File: src/rtl/dmem_lsu.sv
// Load/store unit between the core and a single-port data memory.
// Aligns store lanes, extracts/extends load lanes, flags bad requests.
module dmem_lsu #(
  parameter int ADDR_BITS = 7
) (
  input  logic        clk,
  input  logic        reset,
  input  logic        req_valid,
  output logic        req_ready,
  input  logic        req_we,
  input  logic [1:0]  req_size,
  input  logic        req_unsigned,
  input  logic [31:0] req_addr,
  input  logic [31:0] req_wdata,
  output logic        rsp_valid,
  output logic [31:0] rsp_rdata,
  output logic        rsp_err,
  output logic [31:0] daddr,
  output logic [31:0] dwdata,
  output logic [3:0]  we,
  input  logic [31:0] drdata
);

  typedef enum logic [1:0] {
    IDLE,
    ISSUE,
    WAIT,
    RESP
  } state_t;

  state_t      state;
  logic [1:0]  lane_q;
  logic [1:0]  size_q;
  logic        uns_q;
  logic        we_q;

  logic        accept;
  logic        bad;
  logic [3:0]  st_we;
  logic [31:0] st_data;
  logic [31:0] sh_data;
  logic [31:0] ld_ext;

  // Gated by reset so the core sees no acceptance while held in reset.
  assign req_ready = (state == IDLE) && !reset;
  assign accept    = req_valid && req_ready;

  always_comb begin
    bad     = 1'b0;
    st_we   = 4'b0000;
    st_data = 32'd0;
    unique case (1'b1)
      req_size == 2'b00: begin
        st_we   = 4'b0001 << req_addr[1:0];
        st_data = {4{req_wdata[7:0]}};
      end
      req_size == 2'b01: begin
        bad     = req_addr[0];
        st_we   = 4'b0011 << {req_addr[1], 1'b0};
        st_data = {2{req_wdata[15:0]}};
      end
      req_size == 2'b10: begin
        bad     = |req_addr[1:0];
        st_we   = 4'b1111;
        st_data = req_wdata;
      end
      default: bad = 1'b1;
    endcase
    if ((req_addr >> ADDR_BITS) != 32'd0)
      bad = 1'b1;
  end

  // Words are always aligned, so lane 0 makes the shift a no-op for them.
  always_comb begin
    sh_data = drdata >> {lane_q, 3'b000};
    ld_ext  = sh_data;
    unique case (1'b1)
      size_q == 2'b00:
        ld_ext = uns_q ? {24'd0, sh_data[7:0]}
                       : {{24{sh_data[7]}}, sh_data[7:0]};
      size_q == 2'b01:
        ld_ext = uns_q ? {16'd0, sh_data[15:0]}
                       : {{16{sh_data[15]}}, sh_data[15:0]};
      default: ld_ext = sh_data;
    endcase
  end

  always_ff @(posedge clk or posedge reset) begin
    if (reset) begin
      state     <= IDLE;
      lane_q    <= 2'b00;
      size_q    <= 2'b00;
      uns_q     <= 1'b0;
      we_q      <= 1'b0;
      daddr     <= 32'd0;
      dwdata    <= 32'd0;
      we        <= 4'b0000;
      rsp_valid <= 1'b0;
      rsp_err   <= 1'b0;
      rsp_rdata <= 32'd0;
    end else begin
      unique case (state)
        IDLE: begin
          if (accept) begin
            lane_q <= req_addr[1:0];
            size_q <= req_size;
            uns_q  <= req_unsigned;
            we_q   <= req_we;
            if (bad) begin
              state     <= RESP;
              rsp_valid <= 1'b1;
              rsp_err   <= 1'b1;
              rsp_rdata <= 32'd0;
            end else begin
              state <= ISSUE;
              daddr <= {req_addr[31:2], 2'b00};
              if (req_we) begin
                we     <= st_we;
                dwdata <= st_data;
              end
            end
          end
        end
        ISSUE: begin
          we <= 4'b0000;
          if (we_q) begin
            state     <= RESP;
            rsp_valid <= 1'b1;
            rsp_rdata <= 32'd0;
          end else begin
            state <= WAIT;
          end
        end
        WAIT: begin
          state     <= RESP;
          rsp_valid <= 1'b1;
          rsp_rdata <= ld_ext;
        end
        RESP: begin
          state     <= IDLE;
          rsp_valid <= 1'b0;
          rsp_err   <= 1'b0;
          rsp_rdata <= 32'd0;
        end
        default: state <= IDLE;
      endcase
    end
  end

endmodule

File: config.mk
export PLATFORM = sky130hd
export DESIGN_NAME = dmem_lsu
export DESIGN_NICKNAME = d
export VERILOG_FILES = /design/src/rtl/dmem_lsu.sv
export SDC_FILE = /design/constraint.sdc
export NUM_CORES = 1
export LEC_CHECK = 0
export BUFFER_PORTS_ARGS = -buffer_cell sky130_fd_sc_hd__buf_2
export CAP_MARGIN = 5
export CORE_ASPECT_RATIO = 1.2
export CORE_MARGIN = 1.5
export CORE_UTILIZATION = 42
export DETAILED_ROUTE_END_ITERATION = 8
export GPL_ROUTABILITY_DRIVEN = 0
export PLACE_DENSITY = 0.71
export SLEW_MARGIN = 0
export SYNTH_ARGS = -nofsm -noshare
export SYNTH_HDL_FRONTEND = slang
export SYNTH_SLANG_ARGS = --single-unit
File: constraint.sdc
create_clock -name clk -period 3.7 [get_ports clk]
set_input_delay 0.555 -clock clk [delete_from_list [all_inputs] [get_ports clk]]
set_output_delay 0.555 -clock clk [all_outputs]
set_load 0.005 [all_outputs]
==> flow_summary.html <==
<table>
<tr><th>Metric</th><th>Value</th></tr>
<tr><th colspan="2">Worst setup path</th></tr>
<tr><td>Data arrival time of the critical path</td><td>3110 ps</td></tr>
<tr><td>Launching element type of the critical path</td><td>primary input</td></tr>
<tr><td>Slack of the worst reg-to-reg path</td><td>between 800 and 900 ps</td></tr>
<tr><td>Count of buffer and inverter cells on the critical path</td><td>1</td></tr>
<tr><td>FF-to-FF End</td><td>rsp_rdata[13]</td></tr>
<tr><td>Required arrival time at the worst endpoint</td><td>slightly below 4000 ps</td></tr>
<tr><td>RR Startpoint</td><td>state[0]</td></tr>
<tr><td>Largest stage delay on the critical path</td><td>between 900 and 1000 ps</td></tr>
<tr><td>Critical-path maximum fanout</td><td>33</td></tr>
<tr><td>Critical path, cell by cell</td><td>buf_2 &gt; nand2_1 &gt; nand3_1 &gt; o31ai_4 &gt; a21oi_4 &gt; mux2_1</td></tr>
<tr><td>Endpoint class of the critical path</td><td>flop</td></tr>
<tr><td>Worst-case reg-to-reg path depth</td><td>6</td></tr>
<tr><td>Crit path max-delay family</td><td>compound AO/OA/AOI/OAI gates</td></tr>
<tr><td>Crit path kind</td><td>primary input to flop</td></tr>
<tr><td>Crit path max-delay cell type</td><td>a21oi_4</td></tr>
<tr><th colspan="2">Timing</th></tr>
<tr><td>Unrepaired setup endpoints after global routing</td><td>no</td></tr>
<tr><td>Final clock period utilization by the worst path</td><td>0.782</td></tr>
<tr><td>Slew margin rel.</td><td>0.227</td></tr>
<tr><td>Transition time at the pin with the least slew margin</td><td>1160 ps</td></tr>
<tr><td>Finish-stage setup viols</td><td>0</td></tr>
<tr><td>Post-route minimum period</td><td>about 2900 ps</td></tr>
<tr><td>Setup TNS Final</td><td>0 ps</td></tr>
<tr><td>Hold Vio Cnt, Final</td><td>0</td></tr>
<tr><td>Highest clock rate</td><td>between 0.3 and 0.4 GHz</td></tr>
<tr><td>Number of max-slew violations in the final report</td><td>0</td></tr>
<tr><td>Worst Skew</td><td>between 8 and 9 ps</td></tr>
<tr><th colspan="2">Routing</th></tr>
<tr><td>Drt wl/cell</td><td>16.8 µm</td></tr>
<tr><td>Antenna Nets Post-Route</td><td>0</td></tr>
<tr><td>Number of DRC violations after detailed-routing iteration 0</td><td>approximately 250</td></tr>
<tr><td>Drt via density</td><td>roughly 5.2</td></tr>
<tr><td>Wl on met1</td><td>approximately 5900 µm</td></tr>
<tr><td>Count of vias placed by the detailed router</td><td>4549</td></tr>
<tr><td>Routed wire length</td><td>14600 µm</td></tr>
<tr><td>Number of optimization iterations in the first detailed-route pass</td><td>4</td></tr>
<tr><td>Number of design rule violations left after detail routing</td><td>0</td></tr>
<tr><td>Highest Signal Layer</td><td>met4</td></tr>
<tr><td>Routed wire length on met3</td><td>1220 µm</td></tr>
<tr><td>Detailed-routed wire length on met2</td><td>7250 µm</td></tr>
<tr><th colspan="2">Placement</th></tr>
<tr><td>Detail Placement HPWL</td><td>11000 µm</td></tr>
<tr><td>Number of input and output port buffers inserted</td><td>203</td></tr>
<tr><td>Post-DP Area</td><td>0.00642 mm²</td></tr>
<tr><th colspan="2">CTS</th></tr>
<tr><td>PostCTS Resize Cnt</td><td>0</td></tr>
<tr><td>Cell at the root of the clock tree</td><td>clkbuf_16</td></tr>
<tr><td>TritonCTS clock tree</td><td>yes</td></tr>
<tr><td>Number of buffers created by CTS</td><td>9</td></tr>
<tr><td>Total number of clock tree sinks</td><td>108</td></tr>
<tr><td>Total number of H-tree levels</td><td>3</td></tr>
<tr><td>Clock transition at the register clock pins on the worst setup and hold paths after CTS</td><td>80 ps</td></tr>
<tr><td>Clock network latency to the later pin of the worst-skew pair</td><td>340 ps</td></tr>
<tr><td>Bufs on Longest Clock Path</td><td>2</td></tr>
<tr><td>Post-CTS setup repair buffer count</td><td>0</td></tr>
<tr><td>Hold_buf cts</td><td>0</td></tr>
<tr><th colspan="2">Power</th></tr>
<tr><td>Power Dens Cells</td><td>578 mW/mm²</td></tr>
<tr><td>Overall power of the completed layout</td><td>about 3.9 mW</td></tr>
<tr><td>Worst ir drop on vdd</td><td>approximately 0.26 mV</td></tr>
<tr><td>Cell leakage power</td><td>3.62 nW</td></tr>
<tr><th colspan="2">Yosys</th></tr>
<tr><td>Post-Synth Adder-Cell Area</td><td>0.0119</td></tr>
<tr><td>Post-synthesis xor/xnor area fraction</td><td>0</td></tr>
<tr><td>Number of instances in the synthesized netlist</td><td>between 500 and 600</td></tr>
<tr><td>Number of enable-type register cells in the synthesized netlist</td><td>0</td></tr>
<tr><td>Synthesized area per cell</td><td>a little over 10 µm²</td></tr>
<tr><td>Largest family of logic cells by synthesized area</td><td>compound AO/OA/AOI/OAI gates</td></tr>
<tr><td>Synth warnings</td><td>0</td></tr>
<tr><td>Distinct cells, synth</td><td>40</td></tr>
<tr><td>Synth Flop Type</td><td>dfrtp_1</td></tr>
<tr><td>Cell area after technology mapping</td><td>0.00526 mm²</td></tr>
<tr><td>Multiplexer share of the synthesized area</td><td>0.135</td></tr>
<tr><td>Simple-gate portion of the synthesized area</td><td>0.131</td></tr>
<tr><td>Register area share after synthesis</td><td>0.514</td></tr>
<tr><td>Proportion of synthesized flip-flops having asynchronous set or reset</td><td>1.00</td></tr>
<tr><td>Post-synthesis compound-gate area fraction</td><td>0.163</td></tr>
<tr><td>#FFs+latches synth</td><td>108</td></tr>
<tr><th colspan="2">Finish</th></tr>
<tr><td>Leading cell type in the layout, fill and taps excluded</td><td>buf_2</td></tr>
<tr><td>Multi-input gate area in the final layout</td><td>0.00233 mm²</td></tr>
<tr><td>Most used cells in the layout excluding fill and tap cells</td><td>buf_2 (203), dfrtp_1 (108), a21oi_1 (56)</td></tr>
<tr><td>Fraction of final layout cells sized beyond drive strength 1</td><td>0.347</td></tr>
<tr><td>Number of inserted filler cells in the final layout</td><td>1084</td></tr>
<tr><td>Reg area</td><td>0.00270 mm²</td></tr>
<tr><td>Final antenna diode count</td><td>0</td></tr>
<tr><td>Area growth from synthesis to final layout</td><td>28.4%</td></tr>
<tr><td>Final std cell area, no fill</td><td>slightly below 0.007 mm²</td></tr>
<tr><td>Post-layout net count</td><td>809</td></tr>
<tr><th colspan="2">Global route</th></tr>
<tr><td>Via count of the first global-routing pass</td><td>~4.5k</td></tr>
<tr><td>Pin count of the biggest net entering global routing</td><td>58</td></tr>
<tr><td>Gr ovfl total</td><td>0</td></tr>
<tr><td>First-pass GRT wire length</td><td>23500 µm</td></tr>
<tr><td>Global-route usage over all layers</td><td>0.225</td></tr>
<tr><td>Initial antenna violation count</td><td>1</td></tr>
<tr><th colspan="2">Die</th></tr>
<tr><td>Ports</td><td>206</td></tr>
<tr><td>Number of placement rows</td><td>44</td></tr>
<tr><td>Area of the core</td><td>0.0122 mm²</td></tr>
<tr><td>Die X-Extent</td><td>105 µm</td></tr>
<tr><td>Area of the die</td><td>around 0.013 mm²</td></tr>
<tr><td>Vertical die dimension</td><td>126 µm</td></tr>
<tr><td>Starting density of the core</td><td>0.432</td></tr>
<tr><th colspan="2">Flow run</th></tr>
<tr><td>Max-cap viol count</td><td>0</td></tr>
<tr><th colspan="2">Run status</th></tr>
<tr><td>Outcome</td><td>finished clean</td></tr>
<tr><th colspan="2">Hold path</th></tr>
<tr><td>Worst min-delay path category</td><td>primary input to async pin</td></tr>
</table>
[cell usage after synthesis (2+ instances only)]
library cell	instances	area [µm²]
ha_1	5	62.6
mux2i_1	28	280
nor4_1	7	43.8
nor2b_1	39	244
nor2_1	21	78.8
o21ai_0	18	90.1
inv_1	23	86.3
mux2_1	29	327
dfrtp_1	108	2700
buf_1	4	15.0
buf_4	5	37.5
o21ai_1	14	70.1
nand3b_1	3	22.5
or2_2	3	18.8
nand3_1	11	55.1
nand2b_1	3	18.8
a21oi_1	56	280
o21a_1	16	120
a22oi_1	2	15.0
buf_2	6	30.0
clkbuf_1	18	67.6
nand2_1	40	150
mux2_2	7	78.8
o211ai_1	27	203
[final cells by class]
cell class	count	share of cell area
flip-flops and latches	108	0.400
inverters	23	0.0132
well taps	161	0.0298
clock inverters	7	0.0156
repair buffers	213	0.162
multi-input cells	346	0.346
clock buffers	9	0.0334
[layer usage]
metal,global-route usage,vias to the layer above
met5,0,-
met4,0.0588,0
met3,0.0636,15
met2,0.383,211
met1,0.281,2158
li1,-,2165
[sequential cells by signal, indices dropped and copies added (netlist names)]
| register | flops |
|---|---|
| dwdata | 32 |
| state | 2 |
| size_q | 2 |
| rsp_err | 1 |
| rsp_valid | 1 |
| we | 4 |
| uns_q | 1 |
| rsp_rdata | 32 |
| lane_q | 2 |
| daddr | 30 |
| we_q | 1 |
[report_power, final]
part,switching [mW],internal (mW)
registers,0.123,1.36
logic,0.752,0.594
clock network,0.463,0.606
[worst max-delay path by stage]
| stage | start | endpoint | slack, ps | cells after the start |
|---|---|---|---|---|
| floorplan | reset | daddr[10] | 300 | 1 |
| global placement | req_size[0] | rsp_rdata[10] | 620 | 6 |
| detailed placement | req_size[0] | rsp_rdata[10] | 450 | 6 |
| CTS | state[0] | rsp_rdata[10] | 810 | 6 |
| global route | state[0] | rsp_rdata[13] | 640 | 6 |
| finish | req_size[0] | rsp_rdata[13] | 810 | 6 |
[logic make-up after synthesis]
logic type,after synthesis
flops,108
mux,65
fa+ha+maj,5
compound gates,141
simple gates,133
buf+inv,56
other cells,1
[metrics by stage]
stage,std cells,utilization,hold slack (ps),setup WS (ps)
6_report,867,0.555,342,808
5_1_grt,867,0.555,398,635
4_1_cts,867,0.555,368,810
3_5_place_dp,851,0.528,471,454
3_3_place_gp,851,0.528,463,619
2_1_floorplan,510,-,460,299
No activity file was read; power rests on OpenSTA's default activity.
